$ cat src/rtl/exu_wbck_sched_pkg.sv
// Shared definitions for the write-back scheduler: datapath widths, source
// indices into the per-source request vectors, the request payload struct and
// the fixed-priority pick helper.
package exu_wbck_sched_pkg;

    localparam int unsigned XLEN         = 32;
    localparam int unsigned RFIDX_WIDTH  = 5;
    localparam int unsigned STARVE_CNT_W = 4;

    // Bit positions of each source in the valid/starved/grant vectors
    localparam int unsigned WB_SRC_ALU   = 0;
    localparam int unsigned WB_SRC_LONGP = 1;
    localparam int unsigned WB_SRC_MDV   = 2;
    localparam int unsigned WB_SRC_NUM   = 3;

    // One write-back request as seen by the output stage
    typedef struct packed {
        logic [XLEN-1:0]        data;
        logic [RFIDX_WIDTH-1:0] rdidx;
        logic                   rdwen;
    } wbck_req_t;

    // One-hot of the first set request in the order LONGP, MDV, ALU
    function automatic logic [WB_SRC_NUM-1:0] pick_first(input logic [WB_SRC_NUM-1:0] req);
        logic [WB_SRC_NUM-1:0] sel;
        sel = '0;
        if (req[WB_SRC_LONGP]) begin
            sel[WB_SRC_LONGP] = 1'b1;
        end else if (req[WB_SRC_MDV]) begin
            sel[WB_SRC_MDV] = 1'b1;
        end else if (req[WB_SRC_ALU]) begin
            sel[WB_SRC_ALU] = 1'b1;
        end
        return sel;
    endfunction

endpackage

$ cat src/rtl/exu_wbck_starve_cnt.sv
// Per-source starvation counter. Counts consecutive cycles a source was valid
// but lost arbitration; saturates at STARVE_MAX and flags "starved" there.
// Ports:
//   clk, rst   clock and asynchronous active-high reset
//   valid      source is requesting this cycle
//   grant      source is accepted this cycle
//   stall      arbitration frozen; counter holds
//   starved    counter has reached STARVE_MAX
module exu_wbck_starve_cnt
    import exu_wbck_sched_pkg::*;
#(
    parameter int unsigned STARVE_MAX = 4
) (
    input  logic clk,
    input  logic rst,
    input  logic valid,
    input  logic grant,
    input  logic stall,
    output logic starved
);

    localparam logic [STARVE_CNT_W-1:0] CNT_MAX = STARVE_CNT_W'(STARVE_MAX);

    logic [STARVE_CNT_W-1:0] cnt;

    // A granted or idle source is no longer waiting; stall freezes the count
    always_ff @(posedge clk or posedge rst) begin
        if (rst) begin
            cnt <= '0;
        end else if (grant || !valid) begin
            cnt <= '0;
        end else if (!stall && (cnt != CNT_MAX)) begin
            cnt <= cnt + STARVE_CNT_W'(1);
        end
    end

    assign starved = (cnt == CNT_MAX);

endmodule

$ cat src/rtl/exu_wbck_sched.sv
// Write-back scheduler for the single regfile write port. Arbitrates among
// ALU, LONGP and MDV with fixed priority LONGP > MDV > ALU, overridden by
// per-source starvation promotion, and registers the winner into a one-stage
// output towards exu_regfile. Also counts multi-request conflict cycles.
// Ports:
//   clk, rst                 clock and asynchronous active-high reset
//   stall_i                  grant nothing this cycle
//   alu_wbck_i_*             ALU request (valid/ready/data/rdidx/rdwen)
//   longp_wbck_i_*           LSU long-pipe retire request (valid/ready/data/rdidx)
//   mdv_wbck_i_*             mul/div request (valid/ready/data/rdidx)
//   rf_wbck_o_*              registered regfile write (ena/data/rdidx)
//   perf_conflict_cnt        saturating count of cycles with >= 2 valids
module exu_wbck_sched
    import exu_wbck_sched_pkg::*;
#(
    parameter int unsigned STARVE_MAX = 4,
    parameter int unsigned PERF_W     = 16
) (
    input  logic                   clk,
    input  logic                   rst,
    input  logic                   stall_i,

    input  logic                   alu_wbck_i_valid,
    output logic                   alu_wbck_i_ready,
    input  logic [XLEN-1:0]        alu_wbck_i_data,
    input  logic [RFIDX_WIDTH-1:0] alu_wbck_i_rdidx,
    input  logic                   alu_wbck_i_rdwen,

    input  logic                   longp_wbck_i_valid,
    output logic                   longp_wbck_i_ready,
    input  logic [XLEN-1:0]        longp_wbck_i_data,
    input  logic [RFIDX_WIDTH-1:0] longp_wbck_i_rdidx,

    input  logic                   mdv_wbck_i_valid,
    output logic                   mdv_wbck_i_ready,
    input  logic [XLEN-1:0]        mdv_wbck_i_data,
    input  logic [RFIDX_WIDTH-1:0] mdv_wbck_i_rdidx,

    output logic                   rf_wbck_o_ena,
    output logic [XLEN-1:0]        rf_wbck_o_data,
    output logic [RFIDX_WIDTH-1:0] rf_wbck_o_rdidx,

    output logic [PERF_W-1:0]      perf_conflict_cnt
);

    logic [WB_SRC_NUM-1:0] valid_vec;
    logic [WB_SRC_NUM-1:0] starved_vec;
    logic [WB_SRC_NUM-1:0] cand_vec;
    logic [WB_SRC_NUM-1:0] win_vec;
    logic [WB_SRC_NUM-1:0] grant_vec;
    logic                  any_grant;
    logic                  conflict;
    wbck_req_t             sel_req;

    assign valid_vec[WB_SRC_ALU]   = alu_wbck_i_valid;
    assign valid_vec[WB_SRC_LONGP] = longp_wbck_i_valid;
    assign valid_vec[WB_SRC_MDV]   = mdv_wbck_i_valid;

    // Starved valid sources form the candidate set if there are any
    always_comb begin
        cand_vec  = valid_vec;
        win_vec   = '0;
        grant_vec = '0;
        if (|(valid_vec & starved_vec)) begin
            cand_vec = valid_vec & starved_vec;
        end
        win_vec = pick_first(cand_vec);
        if (!rst && !stall_i) begin
            grant_vec = win_vec;
        end
    end

    assign any_grant          = |grant_vec;
    assign alu_wbck_i_ready   = grant_vec[WB_SRC_ALU];
    assign longp_wbck_i_ready = grant_vec[WB_SRC_LONGP];
    assign mdv_wbck_i_ready   = grant_vec[WB_SRC_MDV];

    // Payload of the granted source; only ALU can suppress its own write
    always_comb begin
        sel_req = '0;
        if (grant_vec[WB_SRC_LONGP]) begin
            sel_req.data  = longp_wbck_i_data;
            sel_req.rdidx = longp_wbck_i_rdidx;
            sel_req.rdwen = 1'b1;
        end else if (grant_vec[WB_SRC_MDV]) begin
            sel_req.data  = mdv_wbck_i_data;
            sel_req.rdidx = mdv_wbck_i_rdidx;
            sel_req.rdwen = 1'b1;
        end else if (grant_vec[WB_SRC_ALU]) begin
            sel_req.data  = alu_wbck_i_data;
            sel_req.rdidx = alu_wbck_i_rdidx;
            sel_req.rdwen = alu_wbck_i_rdwen;
        end
    end

    exu_wbck_starve_cnt #(.STARVE_MAX(STARVE_MAX)) u_starve_alu (
        .clk     (clk),
        .rst     (rst),
        .valid   (valid_vec[WB_SRC_ALU]),
        .grant   (grant_vec[WB_SRC_ALU]),
        .stall   (stall_i),
        .starved (starved_vec[WB_SRC_ALU])
    );

    exu_wbck_starve_cnt #(.STARVE_MAX(STARVE_MAX)) u_starve_longp (
        .clk     (clk),
        .rst     (rst),
        .valid   (valid_vec[WB_SRC_LONGP]),
        .grant   (grant_vec[WB_SRC_LONGP]),
        .stall   (stall_i),
        .starved (starved_vec[WB_SRC_LONGP])
    );

    exu_wbck_starve_cnt #(.STARVE_MAX(STARVE_MAX)) u_starve_mdv (
        .clk     (clk),
        .rst     (rst),
        .valid   (valid_vec[WB_SRC_MDV]),
        .grant   (grant_vec[WB_SRC_MDV]),
        .stall   (stall_i),
        .starved (starved_vec[WB_SRC_MDV])
    );

    // Output stage: x0 destinations and rdwen=0 are accepted without a write
    always_ff @(posedge clk or posedge rst) begin
        if (rst) begin
            rf_wbck_o_ena   <= 1'b0;
            rf_wbck_o_data  <= '0;
            rf_wbck_o_rdidx <= '0;
        end else begin
            rf_wbck_o_ena <= any_grant && (sel_req.rdidx != '0) && sel_req.rdwen;
            if (any_grant) begin
                rf_wbck_o_data  <= sel_req.data;
                rf_wbck_o_rdidx <= sel_req.rdidx;
            end
        end
    end

    assign conflict = (valid_vec[WB_SRC_ALU]   & valid_vec[WB_SRC_LONGP]) |
                      (valid_vec[WB_SRC_ALU]   & valid_vec[WB_SRC_MDV])   |
                      (valid_vec[WB_SRC_LONGP] & valid_vec[WB_SRC_MDV]);

    // Saturating conflict counter, independent of stall
    always_ff @(posedge clk or posedge rst) begin
        if (rst) begin
            perf_conflict_cnt <= '0;
        end else if (conflict && (perf_conflict_cnt != '1)) begin
            perf_conflict_cnt <= perf_conflict_cnt + PERF_W'(1);
        end
    end

endmodule

$ cat config.mk
export PLATFORM = sky130hd
export DESIGN_NAME = exu_wbck_sched
export DESIGN_NICKNAME = d
export VERILOG_FILES = /design/src/rtl/exu_wbck_sched_pkg.sv /design/src/rtl/exu_wbck_starve_cnt.sv /design/src/rtl/exu_wbck_sched.sv
export SDC_FILE = /design/constraint.sdc
export NUM_CORES = 1
export LEC_CHECK = 0
export CAP_MARGIN = 40
export CORE_ASPECT_RATIO = 0.5
export CORE_MARGIN = 4
export CORE_UTILIZATION = 63
export DETAILED_ROUTE_END_ITERATION = 12
export DONT_BUFFER_PORTS = 1
export GPL_TIMING_DRIVEN = 0
export PLACE_DENSITY = 0.84
export SLEW_MARGIN = 20
export SYNTH_ARGS = -nofsm -noshare
export SYNTH_HDL_FRONTEND = slang
export SYNTH_HIERARCHICAL = 1
export SYNTH_SLANG_ARGS = --single-unit
$ cat constraint.sdc
create_clock -name clk -period 2.5 [get_ports clk]
set_clock_uncertainty 0.1 [all_clocks]
set_input_delay 0.375 -clock clk [delete_from_list [all_inputs] [get_ports clk]]
set_output_delay 0.375 -clock clk [all_outputs]
set_load 0.1 [all_outputs]
==> qor.yml, run 1 <==
synthesis:
  synth-xor-area-share: 0.03692
  synthSimpleGateAreaFrac: 0.1997
  synthDistinctLibCells: 45
  synth_compound_area_frac: 0.2138
  async_reset_ff_frac: 1.000
  synth_edf_count: 0
  synth_warnings: 6
  synth_top_family_by_area: "compound AO/OA/AOI/OAI gates"
  synth.avg_cell_area_um2: 9.540
  syn_area_mm2: 0.003558
  synth_adder_area_share: 0.02743
  ys_ff_latch: 66
  synthFlopType: "dfrtp_1"
  synth_seq_area_share: 0.4641
  synthMuxAreaShare: 0.003165
  syn_nets: 498
  netlist_instances: 373
clock_tree:
  ctsHoldBuffers: 1
  ctsResizeCount: 19
  cts_root_buffer: "clkbuf_16"
  cts.sink_count: 66
  clockBufferDepth: 2
  cts_htree_levels: 3
  numCtsBuffers: 9
  cts_setup_buffers: 9
die:
  die_width_um: 114.3
  core.rowCount: 19
  start_util: 0.6508
  io-pin-count: 175
  chipHeight_um: 61.15
place:
  gp_congestion: 0.8155
  place_worst_setup_slack_ps: -210.4
  hpwl_um: 10080
  portBuffers: 0
run_status:
  status: "aborted with a tool error"
  lastStage: "clock tree synthesis"
  tool.error: "[ERROR DPL-0038] Utilization greater than 100%, impossible to legalize"
-- logic make-up after synthesis --
kind of cell / Yosys count
AOI/OAI and AO/OA: 106
muxes: 1
DFF: 66
and+or+nand+nor: 139
buffers and inverters: 38
xor gates and xnor gates: 15
adders and majority gates: 8
-- cell usage after synthesis (7+ instances only) --
master    number  area share
nand3_1       10       0.014
nand2_1       43       0.045
a21oi_1        9       0.013
a221oi_1      32       0.079
nor2_1        42       0.044
clkbuf_1       7      0.0074
ha_1           7       0.025
dfrtp_1       66        0.46
xor2_1         8       0.020
xnor2_1        7       0.017
o21ai_0       10       0.014
o21ai_1       33       0.046
nand2b_1       9       0.016
inv_1         13       0.014
-- per-stage QoR --
stage	hold slack, ps	cell area (um2)	setup TNS, ps	utilization	instances
after detailed placement	50.32	4996	-2062	0.9137	527
after global placement	52.21	3652	-965.8	0.6680	446
after floorplan	41.08	3561	0	-	373
==> inputs of run 2 (changes only) <==
- CORE_ASPECT_RATIO: 0.5 -> default
- CORE_UTILIZATION: 63 -> 40
- PLACE_DENSITY: 0.84 -> default
- PLACE_DENSITY_LB_ADDON: default -> 0.15
==> qor.yml, run 2 <==
synthesis:
  yosysMostFrequentCell: "dfrtp_1"
  synth_warnings: 6
  synth_top_area_share: 0.4641
  syn_area_mm2: 0.003558
  async_reset_ff_frac: 1.000
  netlist_instances: 373
  synthMuxAreaShare: 0.003165
  synth_edf_count: 0
  synth_adder_area_share: 0.02743
  synthSimpleGateAreaFrac: 0.1997
  synth-xor-area-share: 0.03692
  synth_compound_area_frac: 0.2138
  synth_seq_area_share: 0.4641
  yosys-top-cells-area: "dfrtp_1 (46%), a221oi_1 (7.9%), o21ai_1 (4.6%), nand2_1 (4.5%), nor2_1 (4.4%)"
  syn_nets: 498
  synth_top_family_by_area: "compound AO/OA/AOI/OAI gates"
  synth.avg_cell_area_um2: 9.540
  ys_ff_latch: 66
  yosys.area.top_type: "dfrtp_1"
  synthDistinctLibCells: 45
  synthFlopType: "dfrtp_1"
  synth_common_cells: "dfrtp_1 (66), nand2_1 (43), nor2_1 (42)"
final_layout:
  largest_reg_flops: 32
  area_delta_synth_final_pct: 61.81
  final_area_mm2: 0.005758
  layout.nets: 621
  top_regs: "rf_wbck_o_data (32), perf_conflict_cnt (16), rf_wbck_o_rdidx (5)"
  seqCellArea_mm2: 0.001657
  fill_cells: 645
  multi_input_comb_area_mm2: 0.001730
  mostFrequentLayoutCells: "dfrtp_1 (64), buf_16 (50), nand2_1 (43), nor2_1 (42)"
  top_register: "rf_wbck_o_data"
  final_core_util: 0.6635
  mostFrequentLayoutCell: "dfrtp_1"
  final_cells: 609
  drive_above_1_share: 0.2495
  diodes: 0
drt:
  drtIter0Drc: 125
  routed_via_density: 5.558
  dr.pass1.iters: 4
  ant_nets: 0
  avgRoutedWirePerCell_um: 18.82
  via_count: 3385
  drc: 0
  wirelength_um: 11460
critical_path:
  worstPathArrival_ps: 1990
  start_kind: "flip-flop"
  r2r-end: "perf_conflict_cnt[1]$_DFFE_PP0P_"
  reg2reg_from: "perf_conflict_cnt[4]$_DFFE_PP0P_"
  crit_required_ps: 2030
  path_max_fanout: 10
  reg2regPathDepth: 4
  crit_path_end_kind: "primary output"
  r2r_slack_ps: 130
  worstSetupPathType: "flip-flop to primary output"
hold_path:
  worstHoldPathType: "input pin to flip-flop"
  hold_end: "rf_wbck_o_data[6]$_DFFE_PP0P_"
  whs_path_depth: 2
  min_from: "longp_wbck_i_data[6]"
global_route:
  grt_overflow_total: 0
  grt_start_max_net_pins: 55
  grt_pass1_vias: 3430
  grt_pass1_wl_um: 17290
  grt_usage: 0.2140
  antenna_found_initial: 0
place:
  hpwl_um: 8644
  gp_congestion: 0.8254
  portBuffers: 0
  numPlacedInstances: 573
  place_area_mm2: 0.005261
  place_worst_setup_slack_ps: -210.0
power:
  swShare: 0.4374
  pwr_density_cell_mw_per_mm2: 860.0
  fin_total_pwr_mw: 4.952
  p_leak_nw: 2.546
  comb_power_share: 0.470
  power.internal_mw: 2.786
  clkPwrFrac: 0.201
  pwr-share-seq: 0.329
  p_switching_mw: 2.166
  peakVddDrop_mv: 0.4375
die:
  io-pin-count: 175
  chipHeight_um: 102.3
  die_area_mm2: 0.01047
  start_util: 0.4100
  coreArea_mm2: 0.008678
  core.rowCount: 34
  die_width_um: 102.3
sta:
  setup_viol: 0
  min_period_over_period: 0.9851
  max_slew_margin: 0.3969
  tightest_slew_ps: 905.2
  finalSetupTns_ps: 0
  rsz0062_at_grt: "yes"
  finalCriticalPeriod_ps: 2463
  timing.final.max_slew_violations: 0
  fin_ws_ps: 37.28
  hold_slack_ps: 105.7
  max_freq_mhz: 406.1
  hold_viol: 0
clock_tree:
  cts_htree_levels: 3
  cts_root_buffer: "clkbuf_8"
  clockBufferDepth: 2
  clkTransAtPathRegs_ps: 80
  clkLatencyLatePin_ps: 330
  cts.sink_count: 66
  cts_tree: "done"
  numCtsBuffers: 9
job:
  drv_cap: 0
run_status:
  status: "finished clean"
run 2: area by class of cell:
class	count	share of cell area
clock buffer	10	0.02390
buffer	21	0.02760
sequential	66	0.2877
multi-input combinational	269	0.3005
tap	108	0.02347
clock inverter	6	0.01391
timing repair buffer	112	0.3092
inverter	17	0.01369
run 2: worst max-delay path, stage by stage (launching register included):
cell      delay (ps)
dfrtp_1          380
inv_1             60
ha_1             200
nand3b_4         100
inv_4             70
nand2b_1         180
a221oi_4         310
buf_6            160
buf_12           180
run 2: power groups by stage:
stage,clock network [mW],logic [mW],registers [mW]
2_1_floorplan,0,0.312,2.51
3_3_place_gp,0,0.363,2.57
3_5_place_dp,0,2.27,1.67
4_1_cts,1.02,2.29,1.65
5_1_grt,1.07,2.42,1.65
6_report,0.993,2.33,1.63
run 2: per-layer routing:
layer  share of wire  GRT usage
met1            0.38     0.2564
met2            0.53     0.3618
met3           0.076    0.06758
met5               0          0
met4           0.014    0.07669
run 2: worst max-delay path by stage:
| stage | cells past startpoint | startpoint | to | slack [ps] |
|---|---|---|---|---|
| after floorplan | 4 | perf_conflict_cnt[5]$_DFFE_PP0P_ | perf_conflict_cnt[1]$_DFFE_PP0P_ | 10 |
| after global placement | 4 | perf_conflict_cnt[5]$_DFFE_PP0P_ | perf_conflict_cnt[1]$_DFFE_PP0P_ | -190 |
| after detailed placement | 11 | u_starve_alu/cnt[0]$_DFFE_PP0P_ | u_starve_longp/cnt[2]$_DFFE_PP0P_ | -210 |
| after CTS | 8 | u_starve_longp/cnt[1]$_DFFE_PP0P_ | alu_wbck_i_ready | 20 |
| after global routing | 8 | u_starve_mdv/cnt[1]$_DFFE_PP0P_ | alu_wbck_i_ready | -80 |
| final | 8 | u_starve_longp/cnt[1]$_DFFE_PP0P_ | alu_wbck_i_ready | 40 |
run 2: cells by family after synthesis:
kind of cell	after synthesis
AO/OA/AOI/OAI	106
XOR/XNOR	15
adder cells (fa/ha/maj)	8
buffers and inverters	38
flip-flops	66
multiplexers	1
AND/OR/NAND/NOR	139
run 2: timing repair:
action,4_1_cts,5_1_grt
endpoints found under the setup margin,16,8
resized for setup,8,11
pin swaps,2,1
cloned,2,0
hold buffers,1,0
endpoints found under the hold margin,66,0
buffers inserted,6,8
No activity file was read; power rests on OpenSTA's default activity.
